$ cat src/rtl/maze_pkg.sv
// Shared maze/route constants, direction encodings and sequencer state type.
package maze_pkg;

  localparam int unsigned GRID_SIZE    = 10;
  localparam int unsigned MAX_PATH_DEF = GRID_SIZE * GRID_SIZE;
  localparam int unsigned PATH_IDX_W   = 7;
  localparam int unsigned DIR_W        = 4;

  localparam logic [DIR_W-1:0] DIR_UP    = 4'b0001;
  localparam logic [DIR_W-1:0] DIR_DOWN  = 4'b0010;
  localparam logic [DIR_W-1:0] DIR_LEFT  = 4'b0100;
  localparam logic [DIR_W-1:0] DIR_RIGHT = 4'b1000;

  typedef enum logic [2:0] {
    ST_IDLE    = 3'd0,
    ST_SEARCH  = 3'd1,
    ST_TRACE   = 3'd2,
    ST_RELEASE = 3'd3,
    ST_PLAY    = 3'd4,
    ST_ERROR   = 3'd5
  } state_t;

  // A move is legal only when it is exactly one of the four directions.
  function automatic logic is_onehot(input logic [DIR_W-1:0] d);
    return (d == DIR_UP) || (d == DIR_DOWN) || (d == DIR_LEFT) || (d == DIR_RIGHT);
  endfunction

endpackage

$ cat src/rtl/route_sequencer_if.sv
// Search / backtrace / path-write / rover-move signals of the route sequencer.
interface route_sequencer_if;
  import maze_pkg::*;

  logic                  search_start;
  logic                  search_done;
  logic                  search_fail;
  logic                  backtrace_en;
  logic                  backtrace_done;
  logic                  path_write_en;
  logic [PATH_IDX_W-1:0] path_write_index;
  logic [DIR_W-1:0]      path_write_data;
  logic [PATH_IDX_W-1:0] path_length;
  logic                  move_valid;
  logic                  move_ready;
  logic [DIR_W-1:0]      move_dir;

  modport master (
    output search_start, backtrace_en, move_valid, move_dir,
    input  search_done, search_fail, backtrace_done, path_write_en,
    input  path_write_index, path_write_data, path_length, move_ready
  );

  modport slave (
    input  search_start, backtrace_en, move_valid, move_dir,
    output search_done, search_fail, backtrace_done, path_write_en,
    output path_write_index, path_write_data, path_length, move_ready
  );

endinterface

$ cat src/rtl/path_buffer.sv
// Path move storage: one synchronous write port, one asynchronous read port.
module path_buffer
  import maze_pkg::*;
#(
  parameter int unsigned DEPTH = MAX_PATH_DEF
) (
  input  logic                  clk,
  input  logic                  i_wr_en,
  input  logic [PATH_IDX_W-1:0] i_wr_addr,
  input  logic [DIR_W-1:0]      i_wr_data,
  input  logic [PATH_IDX_W-1:0] i_rd_addr,
  output logic [DIR_W-1:0]      o_rd_data_c
);

  logic [DIR_W-1:0] r_mem [DEPTH];

  // Store a move; contents intentionally survive reset and runs.
  always_ff @(posedge clk) begin
    if (i_wr_en) begin
      r_mem[i_wr_addr] <= i_wr_data;
    end
  end

  // Out-of-range lookahead reads (one past the last move) return zero.
  assign o_rd_data_c = (i_rd_addr < PATH_IDX_W'(DEPTH)) ? r_mem[i_rd_addr] : '0;

endmodule

$ cat src/rtl/route_sequencer.sv
// Sequences A* search, path backtrace into a buffer, and move playback to the rover.
module route_sequencer
  import maze_pkg::*;
#(
  parameter int unsigned MAX_PATH   = MAX_PATH_DEF,
  parameter int unsigned BT_TIMEOUT = 255
) (
  input  logic              clk,
  input  logic              rst,
  input  logic              start,
  input  logic              abort,
  route_sequencer_if.master bus,
  output logic              busy,
  output logic              done,
  output logic              error
);

  localparam int unsigned           TO_W    = $clog2(BT_TIMEOUT + 1);
  localparam logic [PATH_IDX_W-1:0] MAX_LEN = PATH_IDX_W'(MAX_PATH);
  localparam logic [TO_W-1:0]       TO_LAST = TO_W'(BT_TIMEOUT - 1);

  state_t                r_state;
  logic                  r_search_start;
  logic                  r_backtrace_en;
  logic                  r_move_valid;
  logic [DIR_W-1:0]      r_move_dir;
  logic                  r_busy;
  logic                  r_done;
  logic                  r_error;
  logic [PATH_IDX_W-1:0] r_cnt;
  logic [PATH_IDX_W-1:0] r_len;
  logic [TO_W-1:0]       r_timeout;

  logic                  w_wr_ok;
  logic                  w_bad_write;
  logic                  w_wr_en;
  logic [PATH_IDX_W-1:0] w_rd_addr;
  logic [DIR_W-1:0]      w_rd_data;

  assign w_wr_ok     = (bus.path_write_index < MAX_LEN) && is_onehot(bus.path_write_data);
  assign w_bad_write = bus.path_write_en && !w_wr_ok;
  assign w_wr_en     = (r_state == ST_TRACE) && bus.path_write_en && w_wr_ok && !abort;
  // In PLAY look one entry ahead so the next move is ready at the handshake.
  assign w_rd_addr   = (r_state == ST_PLAY) ? r_cnt + PATH_IDX_W'(1) : r_cnt;

  path_buffer #(.DEPTH(MAX_PATH)) u_path_buffer (
    .clk         (clk),
    .i_wr_en     (w_wr_en),
    .i_wr_addr   (bus.path_write_index),
    .i_wr_data   (bus.path_write_data),
    .i_rd_addr   (w_rd_addr),
    .o_rd_data_c (w_rd_data)
  );

  // Run-control state machine with registered outputs; abort overrides everything.
  always_ff @(posedge clk or posedge rst) begin
    if (rst) begin
      r_state        <= ST_IDLE;
      r_search_start <= 1'b0;
      r_backtrace_en <= 1'b0;
      r_move_valid   <= 1'b0;
      r_move_dir     <= '0;
      r_busy         <= 1'b0;
      r_done         <= 1'b0;
      r_error        <= 1'b0;
      r_cnt          <= '0;
      r_len          <= '0;
      r_timeout      <= '0;
    end else begin
      r_search_start <= 1'b0;
      r_done         <= 1'b0;
      if (abort) begin
        r_state        <= ST_IDLE;
        r_busy         <= 1'b0;
        r_backtrace_en <= 1'b0;
        r_move_valid   <= 1'b0;
      end else begin
        case (r_state)
          ST_IDLE: begin
            if (start) begin
              r_state        <= ST_SEARCH;
              r_search_start <= 1'b1;
              r_busy         <= 1'b1;
              r_error        <= 1'b0;
              r_cnt          <= '0;
            end
          end
          ST_SEARCH: begin
            if (bus.search_done) begin
              if (bus.search_fail) begin
                r_state <= ST_ERROR;
                r_error <= 1'b1;
              end else begin
                r_state        <= ST_TRACE;
                r_backtrace_en <= 1'b1;
                r_timeout      <= '0;
              end
            end
          end
          ST_TRACE: begin
            r_timeout <= r_timeout + TO_W'(1);
            if (w_bad_write) begin
              r_state        <= ST_ERROR;
              r_backtrace_en <= 1'b0;
              r_error        <= 1'b1;
            end else if (bus.backtrace_done) begin
              r_len          <= bus.path_length;
              r_backtrace_en <= 1'b0;
              if (bus.path_length > MAX_LEN) begin
                r_state <= ST_ERROR;
                r_error <= 1'b1;
              end else begin
                r_state <= ST_RELEASE;
              end
            end else if (r_timeout == TO_LAST) begin
              r_state        <= ST_ERROR;
              r_backtrace_en <= 1'b0;
              r_error        <= 1'b1;
            end
          end
          ST_RELEASE: begin
            if (!bus.backtrace_done) begin
              if (r_len == '0) begin
                r_state <= ST_IDLE;
                r_busy  <= 1'b0;
                r_done  <= 1'b1;
              end else begin
                r_state      <= ST_PLAY;
                r_move_valid <= 1'b1;
                r_move_dir   <= w_rd_data;
              end
            end
          end
          ST_PLAY: begin
            if (bus.move_ready) begin
              if (r_cnt == r_len - PATH_IDX_W'(1)) begin
                r_state      <= ST_IDLE;
                r_move_valid <= 1'b0;
                r_busy       <= 1'b0;
                r_done       <= 1'b1;
              end else begin
                r_cnt      <= r_cnt + PATH_IDX_W'(1);
                r_move_dir <= w_rd_data;
              end
            end
          end
          ST_ERROR: begin
            r_state <= ST_IDLE;
            r_busy  <= 1'b0;
          end
          default: begin
            r_state <= ST_IDLE;
            r_busy  <= 1'b0;
          end
        endcase
      end
    end
  end

  assign bus.search_start = r_search_start;
  assign bus.backtrace_en = r_backtrace_en;
  assign bus.move_valid   = r_move_valid;
  assign bus.move_dir     = r_move_dir;
  assign busy             = r_busy;
  assign done             = r_done;
  assign error            = r_error;

endmodule
$ cat src/flat_wrapper.sv
// flat-port wrapper written by rule: the top's interface ports become plain ports
module route_sequencer_flat import maze_pkg::*;
#(
  parameter int unsigned MAX_PATH   = MAX_PATH_DEF,
  parameter int unsigned BT_TIMEOUT = 255
)
  (clk, rst, start, abort, busy, done, error, bus_search_start, bus_backtrace_en, bus_move_valid, bus_move_dir, bus_search_done, bus_search_fail, bus_backtrace_done, bus_path_write_en, bus_path_write_index, bus_path_write_data, bus_path_length, bus_move_ready);
  route_sequencer_if bus_i ();
  input  logic clk;
  input  logic rst;
  input  logic start;
  input  logic abort;
  output logic busy;
  output logic done;
  output logic error;
  output wire logic [$bits(bus_i.search_start)-1:0] bus_search_start;
  output wire logic [$bits(bus_i.backtrace_en)-1:0] bus_backtrace_en;
  output wire logic [$bits(bus_i.move_valid)-1:0] bus_move_valid;
  output wire logic [$bits(bus_i.move_dir)-1:0] bus_move_dir;
  input wire logic [$bits(bus_i.search_done)-1:0] bus_search_done;
  input wire logic [$bits(bus_i.search_fail)-1:0] bus_search_fail;
  input wire logic [$bits(bus_i.backtrace_done)-1:0] bus_backtrace_done;
  input wire logic [$bits(bus_i.path_write_en)-1:0] bus_path_write_en;
  input wire logic [$bits(bus_i.path_write_index)-1:0] bus_path_write_index;
  input wire logic [$bits(bus_i.path_write_data)-1:0] bus_path_write_data;
  input wire logic [$bits(bus_i.path_length)-1:0] bus_path_length;
  input wire logic [$bits(bus_i.move_ready)-1:0] bus_move_ready;
  assign bus_search_start = bus_i.search_start;
  assign bus_backtrace_en = bus_i.backtrace_en;
  assign bus_move_valid = bus_i.move_valid;
  assign bus_move_dir = bus_i.move_dir;
  assign bus_i.search_done = bus_search_done;
  assign bus_i.search_fail = bus_search_fail;
  assign bus_i.backtrace_done = bus_backtrace_done;
  assign bus_i.path_write_en = bus_path_write_en;
  assign bus_i.path_write_index = bus_path_write_index;
  assign bus_i.path_write_data = bus_path_write_data;
  assign bus_i.path_length = bus_path_length;
  assign bus_i.move_ready = bus_move_ready;
  route_sequencer #(.MAX_PATH(MAX_PATH), .BT_TIMEOUT(BT_TIMEOUT)) u_core (.clk(clk), .rst(rst), .start(start), .abort(abort), .bus(bus_i), .busy(busy), .done(done), .error(error));
endmodule
$ cat config.mk
export PLATFORM = sky130hd
export DESIGN_NAME = route_sequencer_flat
export DESIGN_NICKNAME = d
export VERILOG_FILES = /design/src/rtl/maze_pkg.sv /design/src/rtl/route_sequencer_if.sv /design/src/rtl/path_buffer.sv /design/src/rtl/route_sequencer.sv /design/src/flat_wrapper.sv
export SDC_FILE = /design/constraint.sdc
export NUM_CORES = 1
export LEC_CHECK = 0
export BUFFER_PORTS_ARGS = -buffer_cell sky130_fd_sc_hd__buf_2
export CORE_MARGIN = 8
export CORE_UTILIZATION = 50
export DETAILED_ROUTE_END_ITERATION = 16
export PLACE_DENSITY = 0.65
export SLEW_MARGIN = 20
export SYNTH_ARGS = -nofsm -noshare
export SYNTH_HDL_FRONTEND = slang
export SYNTH_SLANG_ARGS = --single-unit
$ cat constraint.sdc
create_clock -name clk -period 4.5 [get_ports clk]
set_input_delay 0 -clock clk [delete_from_list [all_inputs] [get_ports clk]]
set_output_delay 0 -clock clk [all_outputs]
set_load 0.1 [all_outputs]
After elaboration in Yosys (flattened, before gate mapping). Memory sizes are Yosys's and may differ from the RTL's. Index checks and enable logic that the tools add are counted.

Bits in writable memories: 400. Output and inout bits: 10. Flip-flop bits (word level): 35. Memories: 1. Input port bits: 27. Word-level logic and storage cells: 142.

Equality and inequality tests: 30. Bitwise gates (word level): 2. Order comparisons: 3. Reduce and logical (&&, ||, !) cells: 28. Mux-type cells: 64. Add/sub/neg operators: 3.

Memories: u_core.u_path_buffer.r_mem (words 100, width 4, rd ports 1, clocked after memory_dff 0, write ports 1, RTL line path_buffer.sv:15) `logic [DIR_W-1:0] r_mem [DEPTH];`.

Operators by type and width (number): 2-to-1 mux 3 bit (12); 2-to-1 mux 1 bit (32); 2-to-1 mux 7 bit (4); != test 3 bit (second input constant) (7); 2-to-1 mux 4 bit (5); AND reduction 6 bit (3); 2-to-1 mux 8 bit (2); != test 2 bit (second input constant) (8); one-hot mux 8 bit (2 select lines) (1); one-hot mux 3 bit (5 select lines) (1); less-than comparator 7 bit (second input constant) (2); one-hot mux 7 bit (2 select lines) (1); AND reduction 4 bit (3); AND reduction 5 bit (2); nonzero test 3 bit (3); adder 8 x 1 -> 8 bit (second input constant) (1); equality test 8 bit (second input constant) (1); != test 4 x 3 -> 1 bit (second input constant) (2); one-hot mux 4 bit (2 select lines) (1); adder 7 x 1 -> 7 bit (second input constant) (1); equality test 7 bit (1); > comparator 7 bit (second input constant) (1); zero test 7 bit (1); AND reduction 7 bit (1); other kinds (21) (34).

Depth between registers and ports, before layout.
Depth after elaboration: 10. Mapped depth: 15. Depth with buffers taken out: 11.

By module. From an unflattened synthesis, not the netlist that was laid out.

Cells, all modules: 1080. Area total of the unflattened synthesis: 18361.4 um^2.

By module, submodules not included: path_buffer (cells each 837, area each 16136.7 um^2, sequential area each 12011.5 um^2, times used 1); route_sequencer (cells each 243, area each 2224.6 um^2, sequential area each 875.8 um^2, times used 1).

Worst setup path after synthesis. OpenSTA, ideal clock, no wires.

Path kind: reg-to-reg. From: reg u_core.r_state[0]. To: reg u_core.r_move_dir[0] (netlist: u_core.bus.move_dir[0]). Cell stages (with the launch flop): 15. Period minus slack after synthesis: 3435 ps. Arrival: 3306 ps. Buffers on the path: 4. Setup slack: 1065 ps. Data required time: 4371 ps. Library setup time: 129 ps. Path through: dfrtp_1 or3b_1 buf_4 inv_6 buf_2 ha_1 clkbuf_1 and2_1 mux2i_1 clkbuf_1 a21oi_1 nor4_1 nor2_1 a221oi_1 o31ai_1.

Longest elaborated chain between the ends: 7. Elaborated cells on any way between the ends: 17. Classes of those cells: order compare (1); eq/ne (6); mux (7); reduce/logical (2); memory (1).

Ends and longest elaborated chain: start: declaration (RTL line route_sequencer.sv:22) `state_t r_state;`; start signal: assignment (RTL line route_sequencer.sv:58) `r_state <= ST_IDLE;`; start signal: assignment (RTL line route_sequencer.sv:73) `r_state <= ST_IDLE;`; start signal: assignment (RTL line route_sequencer.sv:81) `r_state <= ST_SEARCH;`; equality test 3 bit (RTL line route_sequencer.sv:44, route_sequencer.sv:78); 2-to-1 mux 7 bit (RTL line route_sequencer.sv:44) `assign w_rd_addr = (r_state == ST_PLAY) ? r_cnt + PATH_IDX_W'(1) : r_cnt;`; memory (100 x 4 bit) or less-than comparator 7 bit (tied branches); 2-to-1 mux 4 bit (RTL line path_buffer.sv:25) `assign o_rd_data_c = (i_rd_addr < PATH_IDX_W'(DEPTH)) ? r_mem[i_rd_addr] : '0;`; 2-to-1 mux 4 bit, on equally long branches (RTL line route_sequencer.sv:136, route_sequencer.sv:123); 2-to-1 mux 4 bit, on equally long branches (RTL line route_sequencer.sv:135, route_sequencer.sv:122); one-hot mux 4 bit (2 select lines) (RTL line route_sequencer.sv:78) `case (r_state)`; end signal: assignment (RTL line route_sequencer.sv:130) `r_move_dir <= w_rd_data;`; end signal: assignment (RTL line route_sequencer.sv:143) `r_move_dir <= w_rd_data;`; end: declaration (RTL line route_sequencer.sv:26) `logic [DIR_W-1:0] r_move_dir;`.

Parallel ways exist; a longest one is shown, timed or not. The select of a mux whose other input is x is not followed. A chain may end at the register's enable or synchronous reset.

Final worst setup path.
From: reg u_core.r_state[2]. To: reg u_core.r_move_dir[3] (netlist: u_core.bus.move_dir[3]).

The elaborated chain is that of the path after synthesis.

==> flow_metrics.env <==
export IMPL_hold_viol=0
export IMPL_critPathCaptureType="flip-flop"
export IMPL_drive_above_1_share_pct=13.2
export IMPL_seqCellArea_um2=12900
export IMPL_avgSynthCellArea_um2=13.4
export IMPL_clk_pin_slew_ns=0.06
export IMPL_hpwl_um=32100
export IMPL_cts_root_buf="clkbuf_16"
export IMPL_clock_power_share_pct=37.4
export IMPL_synth_ff_type="edfxtp_1"
export IMPL_period_share_pct=84.1
export IMPL_port_buffers=36
export IMPL_viasPerCell=6.21
export IMPL_synthAdderAreaFrac_pct=0.405
export IMPL_synth_top_family_by_area="simple AND/OR/NAND/NOR gates"
export IMPL_setup_viol=0
export IMPL_critPathArrivalTime_ns=4.24
export IMPL_r2r_start="u_core.r_state[2]"
export IMPL_synth_area_leaders="edfxtp_1 (65%), dfrtp_1 (4.7%), nand2_1 (4.4%)"
export IMPL_syn_nets=1414
export IMPL_synth_top_area_share_pct=64.8
export IMPL_num_fill_cells=2906
export IMPL_core_rowCount=70
export IMPL_hold_worst_slack_ns=0.0536
export IMPL_mappedNetlistArea_um2=18500
export IMPL_grt_pass1_wl_um=75600
export IMPL_insertion_delay_ns=0.56
export IMPL_hold_depth=3
export IMPL_switchingPower_uw=2870
export IMPL_floorplan_initialDensity_pct=50.6
export IMPL_core_area_um2=36600
export IMPL_antenna_left=0
export IMPL_wl_per_cell_um=25.6
export IMPL_synth_edf_count=400
export IMPL_fin_nets=1493
export IMPL_ys_seq_area_share_pct=69.5
export IMPL_ios=37
export IMPL_clock_sinks=435
export IMPL_grt_antenna_before_repair=0
export IMPL_multi_input_area_um2=5230
export IMPL_switching_share_pct=28.0
export IMPL_synthMuxAreaShare_pct=6.43
export IMPL_rsz0062_at_grt="no"
export IMPL_grt_pass1_vias=12102
export IMPL_power_density_nw_per_um2=485
export IMPL_synth_xor_area_share_pct=1.17
export IMPL_drc=0
export IMPL_power_internal_uw=7380
export IMPL_fin_skew_ns=0.0154
export IMPL_track_usage_pct=22.8
export IMPL_numCtsBuffers=45
export IMPL_slew_viol_final=0
export IMPL_rrSetupSlack_ns=0.71
export IMPL_synthCells=1381
export IMPL_drtIter0Drc=1469
export IMPL_fin_tns_setup_ns=0
export IMPL_post_route_min_period_ns=3.79
export IMPL_grt_max_degree=101
export IMPL_slew_headroom_pct=25.6
export IMPL_synthArstFlopShare_pct=8.05
export IMPL_drt_pre_antenna_iters=7
export IMPL_power_leakage_uw=0.00702
export IMPL_die_width_um=209
export IMPL_required_ns=4.95
export IMPL_synthTopCellsByCount="edfxtp_1 (400), nand2_1 (217), nor2_1 (144)"
export IMPL_power_frac_seq_pct=45.0
export IMPL_outcome="finished, final reports clean"
export IMPL_die_y_um=209
export IMPL_ys_warn_count=0
export IMPL_cts_tree="built"
export IMPL_yosysMostFrequentCell="edfxtp_1"
export IMPL_htreeDepth=2
export IMPL_crit_type="flip-flop to flip-flop"
export IMPL_routed_wl_um=50300
export IMPL_reg2regPathDepth=13
export IMPL_r2r_end="u_core.bus.move_dir[3]"
export IMPL_worstMarginPinSlew_ns=1.10
export IMPL_antenna_cells=0
export IMPL_worstHoldPathType="input port to flip-flop"
export IMPL_synth_cell_type_count=77
export IMPL_cts_repair_resize_count=0
export IMPL_fmax_mhz=264
export IMPL_max_clock_path_buffers=3
export IMPL_post_cts_buffers=0
export IMPL_synth_compound_area_share_pct=8.43
export IMPL_via_count=12177
export IMPL_synth_simple_area_share_pct=11.7
export IMPL_synth_ff_latch_count=435
export IMPL_cts_hold_buf=20
export IMPL_p_comb_share_pct=17.7
export IMPL_globalplace_congestion=0.954
export IMPL_cp_endpoint="u_core.bus.move_dir[3]"
export IMPL_worstPathMaxFanout=25
export IMPL_dieArea_um2=43500
export IMPL_critPathLaunch="u_core.r_state[2]"
export IMPL_area_growth_pct=13.9
export IMPL_irDropWorstVdd_uv=296
export IMPL_overflow=0
export IMPL_yosys_area_top_type="edfxtp_1"
export IMPL_cp_start_kind="flip-flop"
export IMPL_cap_violations=0
[power groups by stage]
| stage | Sequential (µW) | Combinational (µW) | Clock (µW) |
|---|---|---|---|
| floorplan | 4880 | 957 | 0 |
| global placement | 4680 | 1750 | 0 |
| detailed placement | 4680 | 1770 | 0 |
| CTS | 4600 | 1790 | 3880 |
| global route | 4620 | 1920 | 4030 |
| finish | 4610 | 1810 | 3830 |
[kinds of logic after synthesis]
family,Yosys count
and+or+nand+nor,498
xor gates and xnor gates,24
AOI/OAI and AO/OA,233
buffers and inverters,90
DFF,435
muxes,95
adders and majority gates,6
[layer usage]
metal	vias up	part of all wire, %	global-route usage, %
met5	-	0	0
met4	0	3.6	9.02
met3	110	9.3	4.82
met2	653	47	36.7
met1	6023	40	30.0
li1	5391	-	-
[sequential cells by signal, indices dropped and copies added, names as in the netlist]
signal / count
u_core.error: 1
u_core.bus.move_valid: 1
u_core.u_path_buffer.r_mem: 400
u_core.r_timeout: 8
u_core.busy: 1
u_core.bus.move_dir: 4
u_core.bus.search_start: 1
u_core.done: 1
u_core.r_len: 7
u_core.r_state: 3
u_core.r_cnt: 7
u_core.bus.backtrace_en: 1
[cells in the final DEF (no fill, tap or decap), types with 6 or more instances in the layout]
cell	count
dfrtp_1	35
mux4_2	18
o31ai_1	9
nor2_1	144
mux2i_1	63
nand4_1	10
a211oi_1	6
o22ai_1	22
a31oi_1	16
o221ai_1	7
edfxtp_1	400
xor2_1	11
a22oi_1	13
dlygate4sd3_1	20
and3_1	7
xnor2_1	11
inv_1	14
clkbuf_16	46
buf_2	34
or3_1	8
a21oi_1	75
o21ai_0	26
clkinv_1	9
nor4_1	8
buf_4	47
mux2_2	9
a32oi_1	13
nand2_1	217
ha_1	6
nor2b_1	8
nor3_1	18
clkinv_2	6
nand3_1	53
bufinv_16	7
[critical path, stage by stage (launching register included)]
cell and delay (ns):
dfrtp_1 0.32, buf_4 0.19, or3b_1 0.44, inv_6 0.17, ha_1 0.27, buf_4 0.26, nor2b_1 0.20, mux2i_2 0.18
buf_4 0.36, o22ai_1 0.16, nor4_1 0.66, a211o_1 0.18, o32ai_1 0.07, a22o_1 0.19
[layout make-up]
type | count | share of cell area [%]
Clock buffer | 51 | 5.54
Clock inverter | 28 | 1.65
Inverter | 16 | 0.308
Multi-Input combinational cell | 856 | 24.8
Sequential cell | 435 | 61.0
Tap cell | 468 | 2.77
Timing Repair Buffer | 106 | 3.90
[through the flow]
step / cell area (µm²) / total power [µW] / setup WS [ns] / utilization (%) / instances
final: 21100 / 10200 / 0.714 / 57.7 / 1960
after global routing: 21100 / 10600 / 0.499 / 57.7 / 1960
after detailed placement: 19400 / 6450 / 0.703 / 53.0 / 1861
after floorplan: 18500 / 5840 / 1.07 / - / 1381
after global placement: 19400 / 6430 / 0.731 / 53.0 / 1861
after CTS: 21100 / 10300 / 0.747 / 57.7 / 1960
[worst min-delay path by stage]
stage                                        end  slack, ns               startpoint
6_report       u_core.u_path_buffer.r_mem[96][1]       0.05  bus_path_write_index[6]
5_1_grt        u_core.u_path_buffer.r_mem[96][0]       0.06  bus_path_write_index[6]
4_1_cts        u_core.u_path_buffer.r_mem[96][0]       0.01  bus_path_write_index[6]
3_5_place_dp                 u_core.r_timeout[6]       0.15                      rst
3_3_place_gp                 u_core.r_timeout[6]       0.13                      rst
2_1_floorplan              u_core.bus.move_valid       0.06                    abort
Power figures use the tool's default switching activity.
